File: src/rtl/isram_arb.sv
// rtl/isram_arb.sv - single-port ISRAM arbiter between instruction fetch and a data requester
// Optional starvation bypass with fetch replay: define ISRAM_ARB_STARVE_EN.
module isram_arb #(
  parameter int unsigned STARVE_MAX = 4
) (
  input  logic        clk,
  input  logic        cpurst_n,
  input  logic        f_cs,
  input  logic [28:0] f_adr,
  input  logic        f_kill,
  output logic [63:0] f_rdata,
  output logic        f_rvalid,
  output logic        fet_stall,
  input  logic        d_req,
  input  logic        d_we,
  input  logic [28:0] d_adr,
  input  logic [63:0] d_wdata,
  input  logic [7:0]  d_wbe,
  output logic        d_gnt,
  output logic [63:0] d_rdata,
  output logic        d_rvalid,
  output logic        sram_cs,
  output logic        sram_we,
  output logic [28:0] sram_adr,
  output logic [63:0] sram_wdata,
  output logic [7:0]  sram_wbe,
  input  logic [63:0] sram_rdata
);

  typedef enum logic [1:0] {OWN_NONE, OWN_FET, OWN_DAT} owner_t;

  owner_t      owner;
  logic        own_rd;
  logic        d_win;
  logic        f_win;
  logic        rpl_win;
  logic [28:0] fet_adr;

`ifdef ISRAM_ARB_STARVE_EN
  typedef enum logic {S_FET, S_RPL} state_t;

  state_t      state;
  logic [2:0]  starve_cnt;
  logic [28:0] rpl_adr;
  logic        starved;

  assign starved = (starve_cnt == 3'(STARVE_MAX));

  // A pending replay owns the port outright; f_kill drops it without an access.
  assign rpl_win   = cpurst_n && (state == S_RPL) && !f_kill;
  assign d_win     = cpurst_n && (state == S_FET) && d_req && (!f_cs || starved);
  assign f_win     = cpurst_n && (state == S_FET) && f_cs && !d_win;
  assign fet_stall = cpurst_n && ((state == S_RPL) || (d_win && f_cs));
  assign fet_adr   = (state == S_RPL) ? rpl_adr : f_adr;

  always_ff @(posedge clk or negedge cpurst_n) begin
    if (!cpurst_n) begin
      state      <= S_FET;
      starve_cnt <= '0;
      rpl_adr    <= '0;
    end else begin
      case (state)
        S_FET: begin
          if (d_win && f_cs) begin
            state   <= S_RPL;
            rpl_adr <= f_adr;
          end
        end
        S_RPL: state <= S_FET;
      endcase
      if (!d_req || d_win) begin
        starve_cnt <= '0;
      end else if (!starved) begin
        starve_cnt <= starve_cnt + 3'd1;
      end
    end
  end
`else
  // Strict fetch priority: the starvation limit has no effect in this build.
  logic [2:0] unused_starve_max;
  assign unused_starve_max = 3'(STARVE_MAX);

  assign rpl_win   = 1'b0;
  assign d_win     = cpurst_n && d_req && !f_cs;
  assign f_win     = cpurst_n && f_cs;
  assign fet_stall = 1'b0;
  assign fet_adr   = f_adr;
`endif

  assign d_gnt      = d_win;
  assign sram_cs    = d_win | f_win | rpl_win;
  assign sram_we    = d_win & d_we;
  assign sram_adr   = d_win ? d_adr : (sram_cs ? fet_adr : '0);
  assign sram_wdata = sram_we ? d_wdata : '0;
  assign sram_wbe   = sram_we ? d_wbe : '0;

  // Owner of the access issued last cycle decides where sram_rdata goes.
  always_ff @(posedge clk or negedge cpurst_n) begin
    if (!cpurst_n) begin
      owner  <= OWN_NONE;
      own_rd <= 1'b0;
    end else begin
      own_rd <= d_win ? !d_we : 1'b1;
      if (d_win) begin
        owner <= OWN_DAT;
      end else if (f_win || rpl_win) begin
        owner <= OWN_FET;
      end else begin
        owner <= OWN_NONE;
      end
    end
  end

  assign f_rvalid = (owner == OWN_FET) && !f_kill;
  assign d_rvalid = (owner == OWN_DAT) && own_rd;
  assign f_rdata  = sram_rdata;
  assign d_rdata  = sram_rdata;

endmodule

File: config.mk
export PLATFORM = sky130hd
export DESIGN_NAME = isram_arb
export DESIGN_NICKNAME = d
export VERILOG_FILES = /design/src/rtl/isram_arb.sv
export SDC_FILE = /design/constraint.sdc
export NUM_CORES = 1
export LEC_CHECK = 0
export BUFFER_PORTS_ARGS = -buffer_cell sky130_fd_sc_hd__buf_4
export CAP_MARGIN = 20
export CORE_AREA = 3 3 169 171
export CTS_CLUSTER_DIAMETER = 40
export DETAILED_ROUTE_END_ITERATION = 7
export DIE_AREA = 0 0 172 174
export PLACE_DENSITY_LB_ADDON = 0.08
export SYNTH_ARGS = -nofsm -noshare
export SYNTH_HDL_FRONTEND = slang
export SYNTH_SLANG_ARGS = --single-unit
File: constraint.sdc
create_clock -name clk -period 1.91 [get_ports clk]
set_input_delay 0.0955 -clock clk [delete_from_list [all_inputs] [get_ports clk]]
set_output_delay 0.0955 -clock clk [all_outputs]
set_load 0.1 [all_outputs]
---- After elaboration in Yosys (flattened, before gate mapping) ----
Cells that the tools add are included.
word-level totals
  memories kept ........................... 0
  bits in writable memories ............... 0
  output and inout port bits .............. 235
  register bits after elaboration ......... 3
  logic and storage cells ................. 21
  latch bits .............................. 0
  memory bits (read-only) ................. 0
cells by class
  equal/unequal tests ..................... 2
  multipliers ............................. 0
  divide/modulo/power cells ............... 0
  mux-type cells .......................... 7
  $add $sub $neg .......................... 0
  magnitude comparators ................... 0
  reduce and logical (&&, ||, !) cells .... 8
  shift operators ......................... 0
  bitwise logic cells ..................... 2
operator list
  cell                  count
  $mux W64              1
  $mux W29              2
  $mux W8               1
  $logic_and A1 B1 Y1   5
  $logic_not A1 Y1      3
  $eq A2 B1 Y1 const B  1
  $eq A2 B2 Y1 const B  1
  $mux W1               2
  $mux W2               1
  $and A1 B1 Y1         1
  $or A1 B1 Y1          1

---- Longest topological paths before layout ----
Gate-level depths: netlist of the first run.
  depth in word-level cells ............... 5
  mapped depth ............................ 4

---- Worst setup path after synthesis of the first run ----
Ideal clock, no wire load.
  kind .................................... reg2out
  from .................................... reg owner[1]
  to ...................................... out f_rvalid
  cell stages (with the launch flop) ...... 2
  arrival ................................. 2573 ps
  setup slack ............................. -758 ps
  required time ........................... 1814 ps
  path buffers ............................ 0
  cell sequence ........................... dfrtp_1 -> nor3b_1
between the ends
  cells in the longest elaborated chain, start to end .. 2
RTL lines
  element                   RTL line  text
  start: declaration        32        owner_t owner;
  start signal: assignment  100       owner <= OWN_NONE;
  start signal: assignment  105       owner <= OWN_DAT;
  start signal: assignment  107       owner <= OWN_FET;
  $eq A2 B1 Y1              114       assign f_rvalid = (owner == OWN_FET) && !f_kill;
  $logic_and A1 B1 Y1       114
  end: declaration          12        output logic f_rvalid,
No other way between the ends.

---- Worst setup path in the final report of the first run ----
  from .................................... in f_cs
  to ...................................... out sram_wdata[33]
between the ends
  cells in the longest elaborated chain, start to end .. 4
RTL lines
  element              RTL line  text
  start: declaration   8         input logic f_cs,
  $logic_not A1 Y1     84        assign d_win = cpurst_n && d_req && !f_cs;
  $logic_and A1 B1 Y1  84
  $and A1 B1 Y1        92        assign sram_we = d_win & d_we;
  $mux W64             94        assign sram_wdata = sram_we ? d_wdata : '0;
  end: declaration     25        output logic [63:0] sram_wdata,
No other way between the ends.

==> impl_results.md, run 1 <==
- Run status: completed
- Worst path cell trace: buf_4, and4b_2, buf_12, and2_1, buf_4
- Yosys top cell by area: buf_4
- DRT Pass-1 Iters: 4
- Setup violators final: 0
- Die X: 172 um
- Ys async rst share: 100%
- Vias in the first global route: 2093
- Total die area: 29900 um^2
- Area Overhead vs Synth: 69.4%
- Count of state elements after synthesis: 3
- Min-Delay Path Class: in2out
- CP max stage cell: and4b_2
- VDD IR max: 0.148 mV
- CTS tree: done
- EDFF count, synth: 0
- # diodes: 0
- Layout cells sized above 1: 69.3%
- FMAX: 728 MHz
- Worst-case clock buffer depth: 2
- Max FO, Critical Path: 74
- Most numerous cell in the Yosys netlist: buf_4
- Placer Congestion: 0.698
- Top_reg_cell synth: dfrtp_1
- Gr usage total: 4.97%
- Hold_ws: 0.191 ns
- Total of max-cap violations: 0
- Vias per inst: 2.95
- GR Overflow Total: 0
- Initial antenna violation count: 0
- Crit Path Category: in2out
- Leakage: 1.63 nW
- WHS Endpoint: d_rdata[53]
- Tot Pwr: 1.33 mW
- Area contributors post-synth: buf_4 51%, and2_1 24%, a32o_1 15%, dfrtp_1 3.9%, buf_2 2.3%
- Total power density per cell area: 409 nW/um^2
- Tmin final: 1.37 ns
- Post-synth top area share: 50.7%
- Final period util: 71.9%
- Slowest stage delay, CP: 0.29 ns
- Startpoint Class: primary input
- Avg WL per Cell: 12.4 um
- I/O pins: 435
- Detail Placement HPWL: 7370 um
- Number of setup buffers added after CTS: 0
- Routed WL: 8730 um
- CP required: 1.81 ns
- Most used cell, CP: buf_4
- Synthesis Warnings: 0
- Slew Limit Fails: 0
- First-pass GRT wire length: 11900 um
- Core region area: 27000 um^2
- Total clock buffers created by CTS: 3
- Distinct cells, synth: 15
- Setup TNS: 0 ns
- Arr. time, crit path: 1.28 ns
- Fill cell count: 3141
- Hold_sp: sram_rdata[53]
- # rows: 60
- Final Hold Fails: 0
- DRC: 0
- Avg Inst Size Synth: 7.40 um^2
- Cell area after synthesis: 1920 um^2
- Die height: 174 um
- TritonCTS Sinks: 3
- RSZ-0062 raised after global routing: no
- Port Buffer Count: 241
- Final ANT Viol Nets: 0
- Syn nets: 460
- H-tree levels: 1
- Crit. End Element: primary output
- Syn Inst Count: 260
- Hold path depth: 0
- Final core utilization: 12.1%
- Vias: 2080
- Largest net degree at the start of global routing: 75
- DR iter-0 viols: 41
- Synth top cells by count: 130 x buf_4, 73 x and2_1, 29 x a32o_1
- Register area share after synthesis: 3.90%
- CTS Root Cell: clkbuf_16
- Starting Density: 7.12%
- Fin nets: 566
==> registers in the layout (all words and copies together) (netlist names) <==
| register | flops |
|---|---|
| owner | 2 |
| own_rd | 1 |
==> how the worst max path moves through the flow <==
stage               start        endpoint
detailed placement   f_cs  sram_wdata[21]
CTS                  f_cs  sram_wdata[21]
global route         f_cs  sram_wdata[35]
finish               f_cs  sram_wdata[33]
global placement     f_cs  sram_wdata[52]
floorplan            f_cs     sram_wbe[0]
==> cells in the final DEF, fill, tap and decap left out, drive strengths merged <==
master and n:
a32o 29, and2 73, and3b 1, and4b 1
buf 246, clkbuf 4, conb 1, dfrtp 3
dlygate4sd3 1, inv 1, nand2 1, nor2 1
nor2b 1, nor3b 1, o21a 1
==> metal layers <==
metal	share of wire [%]	global-route usage (%)
met1	33	4.68
met2	46	8.62
met3	19	3.37
met4	1.7	1.63
met5	0	0
==> cell type report <==
cell class                      instances  area, um^2  area share [%]
Timing Repair Buffer                  247        1870            57.3
Clock buffer                            4        78.8            2.42
Sequential cell                         3        75.1            2.30
Multi-Input combinational cell        110         807            24.8
Tap cell                              341         427            13.1
Inverter                                1        3.75           0.115
==> repair_timing <==
action / in CTS / in global routing
hold endpoints to repair: 3 / 0
gates resized for setup: 0 / 0
hold buffers: 1 / 0
==> per-stage QoR <==
stage | cell area [um^2] | worst slack [ns] | std cells
after floorplan | 1930 | 0.171 | 260
after global placement | 3170 | 0.529 | 701
after global routing | 3260 | 0.465 | 706
final | 3260 | 0.536 | 706
after detailed placement | 3170 | 0.520 | 701
after CTS | 3260 | 0.520 | 706
==> logic make-up after synthesis <==
logic type | after synthesis | share of synthesized area [%]
compound gates | 30 | 15.5
buf+inv | 147 | 54.6
flops | 3 | 3.90
other cells | 1 | 0.195
simple gates | 79 | 25.8
==> power by group <==
part           leakage [nW]  internal, mW  switching (mW)
Combinational          1.56         0.306           0.628
Sequential           0.0355        0.0665         0.00153
Clock                0.0382         0.275          0.0559
Total                  1.63         0.648           0.686
==> worst max-delay path: cells and delay by family <==
kind / cells / cell delay (ns)
buffers and inverters: 3 / 0.64
and+or+nand+nor: 2 / 0.47
Power figures use the tool's default switching activity.
==> run 2: changes to the inputs <==
- CORE_AREA: 3 3 169 171 -> 3 3 167 169
- DIE_AREA: 0 0 172 174 -> 0 0 170 172
- clock period: 1.91 -> 1.2 ns (I/O delays scaled with it)
==> run 2 against run 1 <==
Net effect:
- sequential cell count unchanged
- routed wire length rose by 8.8%
- sequential power increased by 60%
- first-iteration DRC count is 7.3% lower
- via count fell by 0.19%
- setup slack got worse by 0.50 ns
- die area decreased by 2.3%
- cell area increased by 34%
- cell count increased by 0.57%
- sequential share of layout area fell by 0.58 points
- power rose by 74%
- worst hold slack got worse by 0.071 ns
- largest cell class unchanged
==> impl_results.md, run 2 (same netlist as run 1, synthesis figures left out) <==
- Run status: completed
- # diodes: 0 (unchanged)
- Fill cell count: 3008 (-4.2%)
- Leakage: 2.08 nW (+28%)
- Most frequent cells in the layout: 142 x buf_4, 63 x and2_2, 57 x buf_12, 42 x buf_6, 29 x a32o_2
- VDD IR max: 0.505 mV (+240%)
- Commonest non-fill, non-tap cell in the layout: buf_4
- Slew Limit Fails: 0 (unchanged)
- Min-Delay Path Class: in2out
- Setup violators final: 0 (unchanged)
- Tmin final: 1.17 ns
- Fin nets: 570 (+0.71%)
- Total of max-cap violations: 0 (unchanged)
- Crit. End Element: primary output
- TritonCTS Sinks: 3 (unchanged)
- Arr. time, crit path: 1.11 ns (-0.17 ns)
- GR Overflow Total: 0 (unchanged)
- CTS tree: done
- First-pass GRT wire length: 13000 um (+9.4%)
- Layout cells sized above 1: 97.6% (+28 points)
- Post-Place Cells: 705 (+0.57%)
- # rows: 60 (unchanged)
- CP max stage cell: and4b_2
- Total clock buffers created by CTS: 3 (unchanged)
- Gr usage total: 5.67% (+0.70 points)
- RSZ-0062 raised after global routing: yes
- Startpoint Class: primary input
- Initial antenna violation count: 0 (unchanged)
- Vias: 2076 (-0.19%)
- Final ANT Viol Nets: 0 (unchanged)
- Max reg flops: 2 (unchanged)
- Most used cell, CP: buf_12
- Placed Area: 3380 um^2 (+6.5%)
- CP required: 1.14 ns (-0.67 ns)
- I/O pins: 435 (unchanged)
- Crit path from: f_cs
- Setup TNS: 0 ns (unchanged)
- CTS Root Cell: clkbuf_16
- DRC: 0 (unchanged)
- Placer Congestion: 0.699 (about the same)
- Routed WL: 9500 um (+8.8%)
- Hold path depth: 0 (unchanged)
- Die X: 170 um (-1.2%)
- Detail Placement HPWL: 7700 um (+4.4%)
- WHS Endpoint: f_rdata[60]
- Vias per inst: 2.92 (-0.75%)
- Worst path cell trace: buf_6, and4b_2, buf_12, and2_2, buf_12
- Slowest stage delay, CP: 0.32 ns (+0.03 ns)
- Largest regs: owner (2), own_rd (1)
- Hold_sp: sram_rdata[60]
- H-tree levels: 1 (unchanged)
- Avg WL per Cell: 13.4 um (+8.2%)
- Post-route insts no fill: 710 (+0.57%)
- Max FO, Critical Path: 55 (-26%)
- DRT Pass-1 Iters: 4 (unchanged)
- Final period util: 97.3%
- Total power density per cell area: 532 nW/um^2 (+30%)
- Final Hold Fails: 0 (unchanged)
- Die height: 172 um (-1.1%)
- Post-Layout Inst Area: 4370 um^2 (+34%)
- Starting Density: 7.20% (+0.080 points)
- FMAX: 856 MHz
- Crit Path Category: in2out
- Port Buffer Count: 241 (unchanged)
- Vias in the first global route: 2210 (+5.6%)
- Worst-case clock buffer depth: 2 (unchanged)
- Largest net degree at the start of global routing: 56 (-25%)
- Area Overhead vs Synth: 127%
- DR iter-0 viols: 38 (-7.3%)
- Core region area: 26700 um^2 (-1.1%)
- Largest Register: owner
- Total die area: 29200 um^2 (-2.3%)
run 2: cell types whose count changed in the layout (fill, tap and decap cells not counted), sizes merged:
cell / change
buf: +4
run 2: worst max-delay path by stage:
| stage | slack, ns | cells after the start | endpoint |
|---|---|---|---|
| global placement | -0.05 | 5 | sram_wdata[49] |
| finish | 0.03 | 5 | sram_wdata[25] |
| floorplan | -0.10 | 1 | f_rvalid |
| CTS | -0.01 | 5 | sram_wdata[25] |
| detailed placement | -0.08 | 5 | sram_wdata[25] |
| global route | -0.03 | 5 | sram_wdata[61] |
run 2: report_power, final:
part | switching, mW | total (mW) | leakage (nW) | internal, mW
Clock | 0.0816 | 0.519 | 0.0382 | 0.438
Sequential | 0.00353 | 0.109 | 0.0355 | 0.106
Combinational | 1.04 | 1.69 | 2.01 | 0.659
Total | 1.12 | 2.32 | 2.08 | 1.20
run 2: stage by stage:
step | total power [mW] | utilization [%] | setup WS, ns | hold slack, ns
2_1_floorplan | 3.10 | - | -0.104 | -0.236
3_3_place_gp | 1.66 | 12.6 | -0.0537 | -0.00312
3_5_place_dp | 1.65 | 12.6 | -0.0792 | 0.00321
4_1_cts | 2.33 | 16.0 | -0.0148 | 0.121
5_1_grt | 2.42 | 16.3 | -0.0269 | 0.120
6_report | 2.32 | 16.3 | 0.0320 | 0.120
run 2: layout make-up:
class | instances | area, um^2 | area share (%)
inverters | 1 | 3.75 | 0.0859
multi-input cells | 110 | 960 | 22.0
flip-flops and latches | 3 | 75.1 | 1.72
clock buffers | 4 | 78.8 | 1.80
well taps | 341 | 427 | 9.77
repair buffers | 251 | 2830 | 64.7
run 2: what timing repair did:
item / CTS / global route
buffers inserted: 0 / 0
hold buffers: 1 / 0
endpoints found under the setup margin: 99 / 72
endpoints found under the hold margin: 3 / 0
pin swaps: 0 / 0
gates resized for setup: 200 / 23
run 2: critical path, delay by kind of cell:
kind	cells	cell delay, ns
buffers and inverters	3	0.50
AND/OR/NAND/NOR	2	0.54
run 2: routing by layer:
layer | global-route usage (%) | routed length, um | vias up
met2 | 9.17 | 4680 | 228
met5 | 0 | 0 | -
met4 | 1.69 | 90 | 0
met1 | 5.94 | 3110 | 888
li1 | - | - | 942
met3 | 3.98 | 1620 | 18
==> run 3: changes to the inputs <==
- REMOVE_ABC_BUFFERS: not set -> 1
==> run 3 against run 2 <==
Net effect:
- the run now ends with negative setup slack left
- count of clock-buffer cells in the layout stayed put
- clock power up 2%
- sequential share of layout area down 0.094 points
- combinational power rose by 6%
- cell count is 1.1% higher
- sequential cell count stayed put
- power is 4.7% higher
- routed wire length grew 110%
- sequential power about the same
- setup slack got worse by 0.034 ns
- cell area is 5.8% higher
==> impl_results.md, run 3 (same netlist as run 1, synthesis figures left out) <==
- Post-route insts no fill: 718 (+1.1%)
- CP required: 1.14 ns (about the same)
- Total power density per cell area: 526 nW/um^2 (-1.0%)
- Crit. End Element: primary output
- Largest Register: owner
- Total die area: 29200 um^2 (unchanged)
- CTS Root Cell: clkbuf_16
- Max reg flops: 2 (unchanged)
- Port Buffer Count: 241 (unchanged)
- CP top delay family: buffers and inverters
- # diodes: 0 (unchanged)
- VDD IR max: 0.290 mV (-43%)
- Vias: 2443 (+18%)
- Final ANT Viol Nets: 0 (unchanged)
- Area Overhead vs Synth: 140%
- Worst-case clock buffer depth: 2 (unchanged)
- Final period util: 100% (+2.8 points)
- Starting Density: 7.20% (unchanged)
- FF/Latch Area: 75.1 um^2 (unchanged)
- CP max stage cell: and4b_2
- Detail Placement HPWL: 17000 um (+120%)
- Worst path cell trace: buf_6, and4b_2, buf_12, clkbuf_16, and2_4, buf_12
- I/O pins: 435 (unchanged)
- Gr usage total: 12.4% (+6.7 points)
- Tmin final: 1.20 ns (+0.0339 ns)
- Total clock buffers created by CTS: 3 (unchanged)
- Avg WL per Cell: 27.8 um (+110%)
- CTS tree: done
- Area of the multi-input gates: 975 um^2 (+1.6%)
- Leakage: 2.05 nW (-1.6%)
- Most frequent cells in the layout: 148 x buf_4, 76 x buf_12, 65 x and2_4, 29 x a32o_1, 29 x buf_6
- Fill cell count: 3012 (+0.13%)
- Final Hold Fails: 0 (unchanged)
- DR iter-0 viols: 75 (+97%)
- RSZ-0062 raised after global routing: yes
- GR Overflow Total: 0 (unchanged)
- Routed WL: 19900 um (+110%)
- Startpoint Class: primary input
- Most used cell, CP: buf_12
- Fin nets: 578 (+1.4%)
- Die X: 170 um (unchanged)
- Initial antenna violation count: 0 (unchanged)
- First-pass GRT wire length: 24500 um (+88%)
- Commonest non-fill, non-tap cell in the layout: buf_4
- H-tree levels: 1 (unchanged)
- Arr. time, crit path: 1.14 ns (+0.03 ns)
- Crit Path Category: in2out
- # rows: 60 (unchanged)
- Number of buffers and inverters on the critical path: 4 (+1)
- Min-Delay Path Class: in2out
- Post-Place Cells: 710 (+0.71%)
- Vias in the first global route: 2512 (+14%)
- Slew Limit Fails: 0 (unchanged)
- Setup TNS: -0.00852 ns (-0.00852 ns)
- Setup violators final: 6 (+6)
- Slowest stage delay, CP: 0.32 ns (about the same)
- TritonCTS Sinks: 3 (unchanged)
- Total of max-cap violations: 0 (unchanged)
- DRC: 0 (unchanged)
- DRT Pass-1 Iters: 4 (unchanged)
- Final WS setup: -0.00195 ns (-0.0339 ns)
- Run status: finished with violations
- Core region area: 26700 um^2 (unchanged)
- Largest regs: owner (2), own_rd (1)
- Placer Congestion: 0.750 (+7.3%)
- Largest net degree at the start of global routing: 32 (-43%)
- FMAX: 832 MHz (-2.8%)
- Layout cells sized above 1: 87.5% (-10 points)
- Die height: 172 um (unchanged)
- Failing checks: negative setup slack
- Vias per inst: 3.40 (+16%)
- Max FO, Critical Path: 12 (-78%)
==> run 3: cell types whose count changed in the layout (fill, tap and decap cells not counted), moves of 2 or more <==
cell,before,now
buf_4,142,148
and2_4,9,65
buf_6,42,29
buf_8,9,2
a32o_2,29,0
and2_1,1,8
clkbuf_16,3,5
and2_2,63,0
buf_12,57,76
a32o_1,0,29
==> run 3: routing by layer <==
layer | part of all wire, % | GRT usage, % | up-vias
met5 | 1.3 | 8.70 | -
met4 | 0.77 | 1.73 | 8
met2 | 35 | 14.2 | 360
met1 | 37 | 13.7 | 1099
met3 | 26 | 15.4 | 17
li1 | - | - | 959
==> run 3: through the flow <==
| stage | hold WS [ns] | power, mW | setup slack [ns] | utilization (%) | area, um^2 |
|---|---|---|---|---|---|
| after CTS | 0.122 | 2.40 | -0.0697 | 16.3 | 4350 |
| after global placement | 0.0248 | 1.68 | -0.127 | 12.4 | 3310 |
| after floorplan | -0.236 | 1.03 | -1.50 | - | 877 |
| after detailed placement | 0.0243 | 1.67 | -0.133 | 12.4 | 3310 |
| final | 0.121 | 2.43 | -0.00195 | 17.3 | 4620 |
| after global routing | 0.121 | 2.52 | -0.0478 | 17.3 | 4620 |
==> run 3: layout make-up <==
cell class                      instances  area share (%)
Tap cell                              341            9.23
Sequential cell                         3            1.62
Timing Repair Buffer                  259            66.3
Inverter                                1          0.0812
Multi-Input combinational cell        110            21.1
Clock buffer                            4            1.71
==> run 3: power breakdown <==
group	leakage (nW)	switching, mW	internal, mW
clock	0.0382	0.0912	0.438
sequential	0.0355	0.00190	0.106
combinational	1.97	1.08	0.710
total	2.05	1.18	1.25
==> run 3: timing repair <==
action | 4_1_cts | 5_1_grt
pin swaps | 0 | 1
hold buffers | 1 | 0
gates cloned | 0 | 2
hold endpoints to repair | 3 | 0
setup endpoints to repair | 87 | 80
buffers inserted | 0 | 1
resized for setup | 244 | 65
==> run 3: worst paths after layout <==
kind / startpoint / to / slack, ns / cells past startpoint
min in group asynchronous: cpurst_n / owner[0]$_DFF_PN0_ / 0.30 / 3
max in group asynchronous: cpurst_n / own_rd$_DFF_PN0_ / 0.75 / 3
worst max-delay path: f_cs / sram_wdata[24] / -0.002 / 6
worst min-delay path: sram_rdata[37] / f_rdata[37] / 0.12 / 0
